### src/rtl/ti_tx_arbiter_pkg.sv
// Shared types and constants for the Task Injector transmit path.
package ti_tx_arbiter_pkg;

    typedef logic [31:0] flit_t;

    // Every NoC packet starts with a fixed-size header; the service code sits inside it.
    localparam int unsigned HEADER_SIZE         = 13;
    localparam int unsigned DEFAULT_SERVICE_IDX = 2;

    localparam flit_t TASK_ALLOCATION = 32'h0000_0042;

    typedef enum logic {
        TX_IDLE,
        TX_BUSY
    } tx_arb_state_t;

endpackage

### src/rtl/ti_rr_arbiter.sv
// Combinational round-robin pick: first requester at or above ptr, wrapping modulo N.
module ti_rr_arbiter #(
    parameter int unsigned N = 4
) (
    input  logic [N-1:0]         req,
    input  logic [$clog2(N)-1:0] ptr,
    output logic [$clog2(N)-1:0] gnt_idx,
    output logic                 gnt_vld
);

    localparam int unsigned IW = $clog2(N);

    int unsigned cand;

    always_comb begin
        gnt_idx = '0;
        gnt_vld = 1'b0;
        cand    = 0;
        for (int unsigned i = 0; i < N; i++) begin
            cand = 32'(ptr) + i;
            if (cand >= N) begin
                cand = cand - N;
            end
            if (!gnt_vld && req[cand[IW-1:0]]) begin
                gnt_vld = 1'b1;
                gnt_idx = cand[IW-1:0];
            end
        end
    end

endmodule

### src/rtl/ti_tx_arbiter.sv
// Packet-granular round-robin arbiter for the Task Injector NoC transmit port.
// Holds a grant for a whole packet, counts header flits and captures the service word.
module ti_tx_arbiter
    import ti_tx_arbiter_pkg::*;
#(
    parameter int unsigned N_SRC       = 4,
    parameter int unsigned FLIT_SIZE   = 32,
    parameter int unsigned SERVICE_IDX = DEFAULT_SERVICE_IDX
) (
    input  logic                       clk_i,
    input  logic                       rst_ni,
    input  logic [N_SRC-1:0]           src_valid_i,
    output logic [N_SRC-1:0]           src_ready_o,
    input  logic [N_SRC*FLIT_SIZE-1:0] src_data_i,
    input  logic [N_SRC-1:0]           src_last_i,
    output logic                       tx_valid_o,
    input  logic                       tx_ready_i,
    output logic [FLIT_SIZE-1:0]       tx_data_o,
    output logic                       tx_last_o,
    output logic [$clog2(N_SRC)-1:0]   grant_o,
    output logic                       busy_o,
    output logic [31:0]                service_o,
    output logic                       service_vld_o,
    output logic                       hdr_err_o
);

    localparam int unsigned      IW          = $clog2(N_SRC);
    localparam int unsigned      CW          = $clog2(HEADER_SIZE + 1);
    localparam logic [CW-1:0]    CNT_SVC     = CW'(SERVICE_IDX);
    localparam logic [CW-1:0]    CNT_MAX     = CW'(HEADER_SIZE);
    localparam logic [CW-1:0]    CNT_LAST_OK = CW'(HEADER_SIZE - 1);
    localparam logic [IW-1:0]    LAST_IDX    = IW'(N_SRC - 1);

    tx_arb_state_t   state_q, state_d;
    logic [IW-1:0]   grant_q;
    logic [IW-1:0]   rr_ptr_q;
    logic [IW-1:0]   pick_idx;
    logic            pick_vld;
    logic [CW-1:0]   flit_cnt_q;
    flit_t           service_q;
    logic            service_vld_q;
    logic            hdr_err_q;
    logic            xfer;

    ti_rr_arbiter #(
        .N (N_SRC)
    ) u_rr_arbiter (
        .req     (src_valid_i),
        .ptr     (rr_ptr_q),
        .gnt_idx (pick_idx),
        .gnt_vld (pick_vld)
    );

    always_ff @(posedge clk_i or negedge rst_ni) begin
        if (!rst_ni) begin
            state_q <= TX_IDLE;
        end else begin
            state_q <= state_d;
        end
    end

    always_comb begin
        state_d = state_q;
        case (state_q)
            TX_IDLE: if (pick_vld)              state_d = TX_BUSY;
            TX_BUSY: if (xfer && tx_last_o)     state_d = TX_IDLE;
            default:                            state_d = TX_IDLE;
        endcase
    end

    // Outside BUSY the port is fully quiet, so reset and idle both show all-zero outputs.
    always_comb begin
        tx_valid_o  = 1'b0;
        tx_data_o   = '0;
        tx_last_o   = 1'b0;
        src_ready_o = '0;
        if (state_q == TX_BUSY) begin
            for (int unsigned k = 0; k < N_SRC; k++) begin
                if (grant_q == IW'(k)) begin
                    tx_valid_o     = src_valid_i[k];
                    tx_data_o      = src_data_i[k*FLIT_SIZE +: FLIT_SIZE];
                    tx_last_o      = src_last_i[k];
                    src_ready_o[k] = tx_ready_i;
                end
            end
        end
    end

    assign xfer = tx_valid_o & tx_ready_i;

    always_ff @(posedge clk_i or negedge rst_ni) begin
        if (!rst_ni) begin
            grant_q       <= '0;
            rr_ptr_q      <= '0;
            flit_cnt_q    <= '0;
            service_q     <= '0;
            service_vld_q <= 1'b0;
            hdr_err_q     <= 1'b0;
        end else begin
            service_vld_q <= 1'b0;
            hdr_err_q     <= 1'b0;
            if (state_q == TX_IDLE) begin
                if (pick_vld) begin
                    grant_q <= pick_idx;
                end
            end else if (xfer) begin
                if (flit_cnt_q == CNT_SVC) begin
                    service_q     <= flit_t'(tx_data_o);
                    service_vld_q <= 1'b1;
                end
                if (tx_last_o) begin
                    // Fewer than HEADER_SIZE flits in total means a truncated header.
                    hdr_err_q  <= (flit_cnt_q < CNT_LAST_OK);
                    rr_ptr_q   <= (grant_q == LAST_IDX) ? '0 : grant_q + 1'b1;
                    flit_cnt_q <= '0;
                end else if (flit_cnt_q != CNT_MAX) begin
                    flit_cnt_q <= flit_cnt_q + 1'b1;
                end
            end
        end
    end

    assign grant_o       = grant_q;
    assign busy_o        = (state_q == TX_BUSY);
    assign service_o     = service_q;
    assign service_vld_o = service_vld_q;
    assign hdr_err_o     = hdr_err_q;

endmodule

### config.mk
export PLATFORM = sky130hd
export DESIGN_NAME = ti_tx_arbiter
export DESIGN_NICKNAME = d
export VERILOG_FILES = /design/src/rtl/ti_tx_arbiter_pkg.sv /design/src/rtl/ti_rr_arbiter.sv /design/src/rtl/ti_tx_arbiter.sv
export SDC_FILE = /design/constraint.sdc
export NUM_CORES = 1
export LEC_CHECK = 0
export CORE_MARGIN = 2
export CORE_UTILIZATION = 35
export CTS_BUF_LIST = sky130_fd_sc_hd__clkbuf_8
export CTS_CLUSTER_DIAMETER = 40
export DETAILED_ROUTE_END_ITERATION = 12
export PLACE_DENSITY = 0.79
export SKIP_CTS_REPAIR_TIMING = 1
export SLEW_MARGIN = 10
export SYNTH_ARGS = -nofsm -noshare
export SYNTH_HDL_FRONTEND = slang
export SYNTH_SLANG_ARGS = --single-unit
### constraint.sdc
create_clock -name clk_i -period 5.77 [get_ports clk_i]
set_clock_uncertainty 0.1 [all_clocks]
set_input_delay 1.154 -clock clk_i [delete_from_list [all_inputs] [get_ports clk_i]]
set_output_delay 1.154 -clock clk_i [all_outputs]
set_load 0.05 [all_outputs]
==> results.py, run 1 <==
metrics = {
    "pwr": {
        "p_switching_w": 0.00196,
        "power.total_w": 0.00336,
        "p_clk_frac": 0.056,
        "switching_share": 0.585,
        "powerDensity_mw_per_mm2": 614,
        "ir_drop_v": 0.000354,
        "p_comb_frac": 0.805,
        "p_seq_frac": 0.140,
        "power_leakage_nw": 2.22,
        "p_int_w": 0.00139,
    },
    "clock_network": {
        "clock_path_buffers": 2,
        "cts-htree-levels": 2,
        "cts_root_buffer": "clkbuf_8",
        "clk_pin_slew_ns": 0.08,
        "cts_tree": "yes",
        "cts_buffers": 5,
        "clock-sinks": 43,
        "worstSkewPairLatency_ns": 0.29,
    },
    "synth": {
        "netlist_instances": 383,
        "yosys-top-cells-area": "dfrtp_1 (33%), o31ai_2 (9.6%), a21oi_1 (6.8%), a221oi_1 (6.7%), nor2b_1 (5.4%)",
        "yosys.area.top_type": "dfrtp_1",
        "yosysMostFrequentCell": "a21oi_1",
        "ys_seq_area_frac": 0.331,
        "yosys.cell_types.count": 36,
        "synth-main-ff-cell": "dfrtp_1",
        "async_flop_share": 1.00,
        "synth_top_cell_area_share": 0.331,
        "yosys-top-cells-count": "a21oi_1 (44), dfrtp_1 (43), nor2_1 (37), nand2_1 (35), nor2b_1 (28)",
        "synth_nets": 529,
        "syn-cell-area_mm2": 0.00325,
        "synth_edf_count": 0,
        "synth-seq-cells": 43,
        "ys_warn_count": 0,
        "postSynthAreaPerCell_um2": 8.49,
    },
    "setup_path": {
        "start_kind": "register",
        "critPathArrivalTime_ns": 3.82,
        "worstPathRequired_ns": 4.52,
        "critPathKind": "register to primary output",
        "worst_setup_path_end_kind": "primary output",
        "worstPathCellList": "inv_1, ha_1, nor2b_2, buf_4, a221oi_1, nor3_1, a21oi_1, nor2_1, clkdlybuf4s50_1",
        "slowest_stage": "nor2b_2",
        "max_stage_delay_ns": 0.81,
        "path_max_fanout": 17,
    },
    "finish": {
        "fin_cells": 686,
        "drive_gt1_frac": 0.104,
        "fillerInstances": 806,
        "diodes": 0,
        "nets": 720,
        "area_delta_synth_final_pct": 68.1,
    },
    "placed_design": {
        "gp_congestion": 0.840,
        "port_buffers": 213,
        "hpwl_mm": 8.93,
        "dp_cells": 678,
        "post-place-ws_ns": 1.08,
    },
    "sta": {
        "rsz0062_at_grt": "false",
        "maxSlewViolCount": 0,
        "max_slew.worst_pin.slew_ns": 1.04,
        "hold_viol_final": 0,
        "tns_ns": 0,
        "timing.fmax_mhz": 197,
        "slew_headroom": 0.307,
        "setup_violations": 0,
        "fin_crit_sh": 0.879,
        "period_minus_slack_ns": 5.07,
        "fin_ws_ns": 0.696,
    },
    "floorplanning": {
        "initial_core_util": 0.357,
        "dieArea_mm2": 0.0101,
        "ios": 214,
        "die_x_um": 100,
        "die_h_um": 100,
        "row_count": 35,
        "core_area_mm2": 0.00911,
    },
    "grt": {
        "grt_pass1_wl_mm": 18.4,
        "antenna_found_initial": 0,
        "grt_pass1_vias": 3721,
        "grt_start_max_net_pins": 52,
        "track_usage": 0.230,
        "grt.overflow.total": 0,
    },
    "routing": {
        "wl_per_cell_um": 17.6,
        "drt-total-wl_mm": 12.1,
        "antenna_left": 0,
        "drc": 0,
        "drt_first_pass_iters": 4,
        "vias": 3720,
        "drt_iter0_drc": 104,
        "via_per_inst": 5.42,
    },
    "job": {
        "cap_violations": 0,
    },
    "hold_path": {
        "hp-class": "register to register",
    },
    "status": {
        "status": "complete, no violations",
    },
}
-- worst paths after layout --
path,cells past startpoint,from,end,slack [ns]
setup / recovery,9,grant_o[0]$_DFFE_PN0P_,tx_data_o[30],0.70
hold / removal,2,service_o[12]$_DFFE_PN0P_,service_o[12]$_DFFE_PN0P_,0.39
setup reg to reg,9,grant_o[0]$_DFFE_PN0P_,service_o[6]$_DFFE_PN0P_,2.45
hold reg to reg,2,service_o[12]$_DFFE_PN0P_,service_o[12]$_DFFE_PN0P_,0.39
max in group asynchronous,1,rst_ni,service_o[2]$_DFFE_PN0P_,3.99
min in group asynchronous,1,rst_ni,service_o[8]$_DFFE_PN0P_,0.95
-- layout by cell type (no fill, tap or decap), drive strengths merged, types with 4 or more instances in the layout --
cell           netlist  routed
nor3                26      26
clkdlybuf4s50        0     212
nor2b               28      28
a22oi                8       8
ha                   7       7
nand2               35      35
inv                 19      21
a221oi              25      25
o21ai               10      10
o31ai               25      25
buf                 17       8
mux2                10      10
dfrtp               43      43
a31oi                4       4
clkbuf              19       5
a21oi               45      45
nor2                37      37
and3                 6       6
-- through the flow --
stage,utilization,area (um^2),hold slack (ns)
after global routing,0.600,5470,0.416
after global placement,0.591,5390,0.367
after detailed placement,0.591,5390,0.371
after floorplan,-,3250,0.410
after CTS,0.600,5470,0.390
final,0.600,5470,0.387
-- power by group through the flow --
stage / clock (W) / sequential (W) / combinational (W)
floorplan: 0 / 0.000701 / 0.00165
global placement: 0 / 0.000468 / 0.00267
detailed placement: 0 / 0.000474 / 0.00270
CTS: 0.000195 / 0.000467 / 0.00271
global route: 0.000205 / 0.000482 / 0.00286
finish: 0.000186 / 0.000469 / 0.00270
-- per-layer routing --
metal,track usage,part of all wire,vias up
li1,-,-,1766
met5,0,0,-
met2,0.411,0.49,184
met1,0.265,0.40,1746
met4,0.0685,0.022,0
met3,0.0682,0.089,24
-- layout make-up --
class / count / area [um^2] / share of cell area
repair buffers: 220 / 2180 / 0.399
clock inverters: 3 / 12.5 / 0.00229
inverters: 19 / 73.8 / 0.0135
multi-input cells: 285 / 1920 / 0.351
well taps: 111 / 139 / 0.0254
clock buffers: 5 / 68.8 / 0.0126
flip-flops and latches: 43 / 1080 / 0.197
-- worst max-delay path: cells and delay by family (launching register included) --
family | cells | cell delay [ns]
buf+inv | 3 | 1.23
simple gates | 3 | 1.18
fa+ha+maj | 1 | 0.46
flops | 1 | 0.45
compound gates | 2 | 0.19
-- kinds of logic (layout without fill, tap and decap cells) --
logic type	count (synthesis)	count (layout)	synth area share
AO/OA/AOI/OAI	130	130	0.318
flip-flops	43	43	0.331
multiplexers	11	11	0.0377
buffers and inverters	55	247	0.0827
adder cells (fa/ha/maj)	7	7	0.0269
AND/OR/NAND/NOR	137	137	0.204
-- registers in the layout, summed over array words and instances, names as in the netlist --
| name | cells |
|---|---|
| hdr_err_o | 1 |
| service_o | 32 |
| service_vld_o | 1 |
| grant_o | 2 |
| busy_o | 1 |
| rr_ptr_q | 2 |
| flit_cnt_q | 4 |
Power figures use the tool's default switching activity.
==> run 2: changes to the inputs <==
- CTS_BUF_LIST: sky130_fd_sc_hd__clkbuf_8 -> default
- GPL_ROUTABILITY_DRIVEN: default -> 0
- GPL_TIMING_DRIVEN: default -> 0
==> results.py, run 2 (synthesized netlist as in run 1, its figures left out) <==
metrics = {
    "status": {
        "status": "complete, no violations",
    },
    "sta": {
        "fin_ws_ns": 1.12,
        "hold_viol_final": 0,
        "tns_ns": 0,
        "period_minus_slack_ns": 4.65,
        "setup_violations": 0,
        "rsz0062_at_grt": "false",
        "max_slew.worst_pin.slew_ns": 0.706,
        "slew_headroom": 0.529,
        "timing.fmax_mhz": 215,
        "maxSlewViolCount": 0,
        "fin_crit_sh": 0.806,
    },
    "finish": {
        "nets": 750,
        "area_delta_synth_final_pct": 73.4,
        "final_cell_mix": "clkdlybuf4s50_1 (212), a21oi_1 (44), dfrtp_1 (43)",
        "mostFrequentLayoutCell": "clkdlybuf4s50_1",
        "drive_gt1_frac": 0.111,
        "diodes": 0,
        "final_util": 0.619,
        "largest_register_ffs": 32,
    },
    "floorplanning": {
        "die_h_um": 100,
        "core_area_mm2": 0.00911,
        "dieArea_mm2": 0.0101,
        "die_x_um": 100,
        "ios": 214,
        "row_count": 35,
        "initial_core_util": 0.357,
    },
    "clock_network": {
        "cts_tree": "yes",
        "cts-htree-levels": 2,
        "worstSkewPairLatency_ns": 0.30,
        "clock_path_buffers": 2,
        "clk_pin_slew_ns": 0.09,
        "clock-sinks": 43,
        "cts_root_buffer": "clkbuf_8",
        "cts_buffers": 5,
    },
    "setup_path": {
        "crit_end": "tx_data_o[11]",
        "r2r_end": "service_o[11]$_DFFE_PN0P_",
        "critPathArrivalTime_ns": 3.40,
        "worstPathRequired_ns": 4.52,
        "worst_setup_path_end_kind": "primary output",
        "start_kind": "register",
        "rr_worst_depth": 8,
        "regToRegSetupSlack_ns": 3.19,
        "critPathKind": "register to primary output",
        "worst_r2r_startpoint": "grant_o[0]$_DFFE_PN0P_",
        "path_max_fanout": 10,
        "startpoint": "grant_o[0]$_DFFE_PN0P_",
    },
    "hold_path": {
        "hp-class": "register to register",
    },
    "grt": {
        "grt_pass1_wl_mm": 19.8,
        "grt_pass1_vias": 3827,
        "antenna_found_initial": 0,
        "use_met3": 0.0669,
        "grt.overflow.total": 0,
        "grt_util_met1": 0.296,
        "track_usage": 0.253,
        "use_met2": 0.454,
        "grt_start_max_net_pins": 26,
        "top_usage_layer": "met2",
    },
    "placed_design": {
        "post-place-ws_ns": 1.37,
        "port_buffers": 213,
        "hpwl_mm": 10.6,
    },
    "job": {
        "cap_violations": 0,
    },
    "pwr": {
        "p_clk_frac": 0.062,
        "power_leakage_nw": 2.31,
        "p_seq_frac": 0.132,
        "ir_drop_v": 0.000341,
        "p_comb_frac": 0.806,
        "p_int_w": 0.00146,
        "powerDensity_mw_per_mm2": 620,
        "p_switching_w": 0.00203,
        "switching_share": 0.582,
    },
    "routing": {
        "antenna_left": 0,
        "drc": 0,
        "drt_first_pass_iters": 5,
        "drt-total-wl_mm": 13.4,
        "vias": 3867,
        "via_per_inst": 5.40,
        "drt_iter0_drc": 142,
        "wl_per_cell_um": 18.6,
    },
}
run 2: how the worst min path moves through the flow:
stage,from,end,slack (ns),depth (start not counted)
after global routing,service_o[18]$_DFFE_PN0P_,service_o[18]$_DFFE_PN0P_,0.40,2
after floorplan,flit_cnt_q[3]$_DFFE_PN0P_,hdr_err_o$_DFF_PN0_,0.41,1
after detailed placement,service_o[18]$_DFFE_PN0P_,service_o[18]$_DFFE_PN0P_,0.37,2
final,service_o[19]$_DFFE_PN0P_,service_o[19]$_DFFE_PN0P_,0.38,2
after CTS,service_o[18]$_DFFE_PN0P_,service_o[18]$_DFFE_PN0P_,0.39,2
after global placement,service_o[25]$_DFFE_PN0P_,service_o[25]$_DFFE_PN0P_,0.37,2
run 2: routing by layer:
metal | part of all wire | vias to the layer above
met2 | 0.50 | 189
met3 | 0.082 | 26
li1 | - | 1825
met5 | 0 | -
met1 | 0.40 | 1827
met4 | 0.024 | 0
run 2: worst max-delay path: stages (launching register included):
cell and delay [ns]:
dfrtp_1 0.46, inv_1 0.11, ha_1 0.29, buf_2 0.29, clkbuf_1 0.44, a221oi_1 0.10
nor3_1 0.35, a21oi_1 0.12, nor2_1 0.10, clkdlybuf4s50_1 0.82
run 2: through the flow:
step	power [W]	hold WS (ns)	std cells	cell area (um^2)
after global routing	0.00368	0.403	716	5640
after floorplan	0.00235	0.410	383	3250
after global placement	0.00324	0.366	707	5520
final	0.00349	0.384	716	5640
after detailed placement	0.00328	0.369	708	5540
after CTS	0.00350	0.388	716	5640
run 2: power groups by stage:
| stage | Combinational, W | Sequential, W | Clock [W] |
|---|---|---|---|
| 2_1_floorplan | 0.00165 | 0.000701 | 0 |
| 3_5_place_dp | 0.00281 | 0.000467 | 0 |
| 5_1_grt | 0.00297 | 0.000472 | 0.000235 |
| 3_3_place_gp | 0.00277 | 0.000462 | 0 |
| 4_1_cts | 0.00282 | 0.000461 | 0.000218 |
| 6_report | 0.00282 | 0.000461 | 0.000215 |
run 2: area by class of cell:
type	instances	area (um^2)
tap	111	139
timing repair buffer	214	2150
buffer	36	195
multi-input combinational	285	1910
fill	812	3470
clock buffer	8	100
inverter	19	73.8
sequential	43	1080
==> run 3: changes to the inputs <==
- clock period: 5.77 -> 4.7 ns (I/O delays scaled with it)
==> results of run 3 <==
Same layout as run 2 (identical final DEF). Status: complete, no violations.
Among the figures that moved: setup slack after placement 1.37 ns -> 0.609 ns; setup slack after layout 1.12 ns -> 0.261 ns; register-to-register setup slack 3.19 ns -> 2.12 ns; total power 0.00349 W -> 0.00429 W; worst IR drop on VDD 0.000341 V -> 0.000419 V
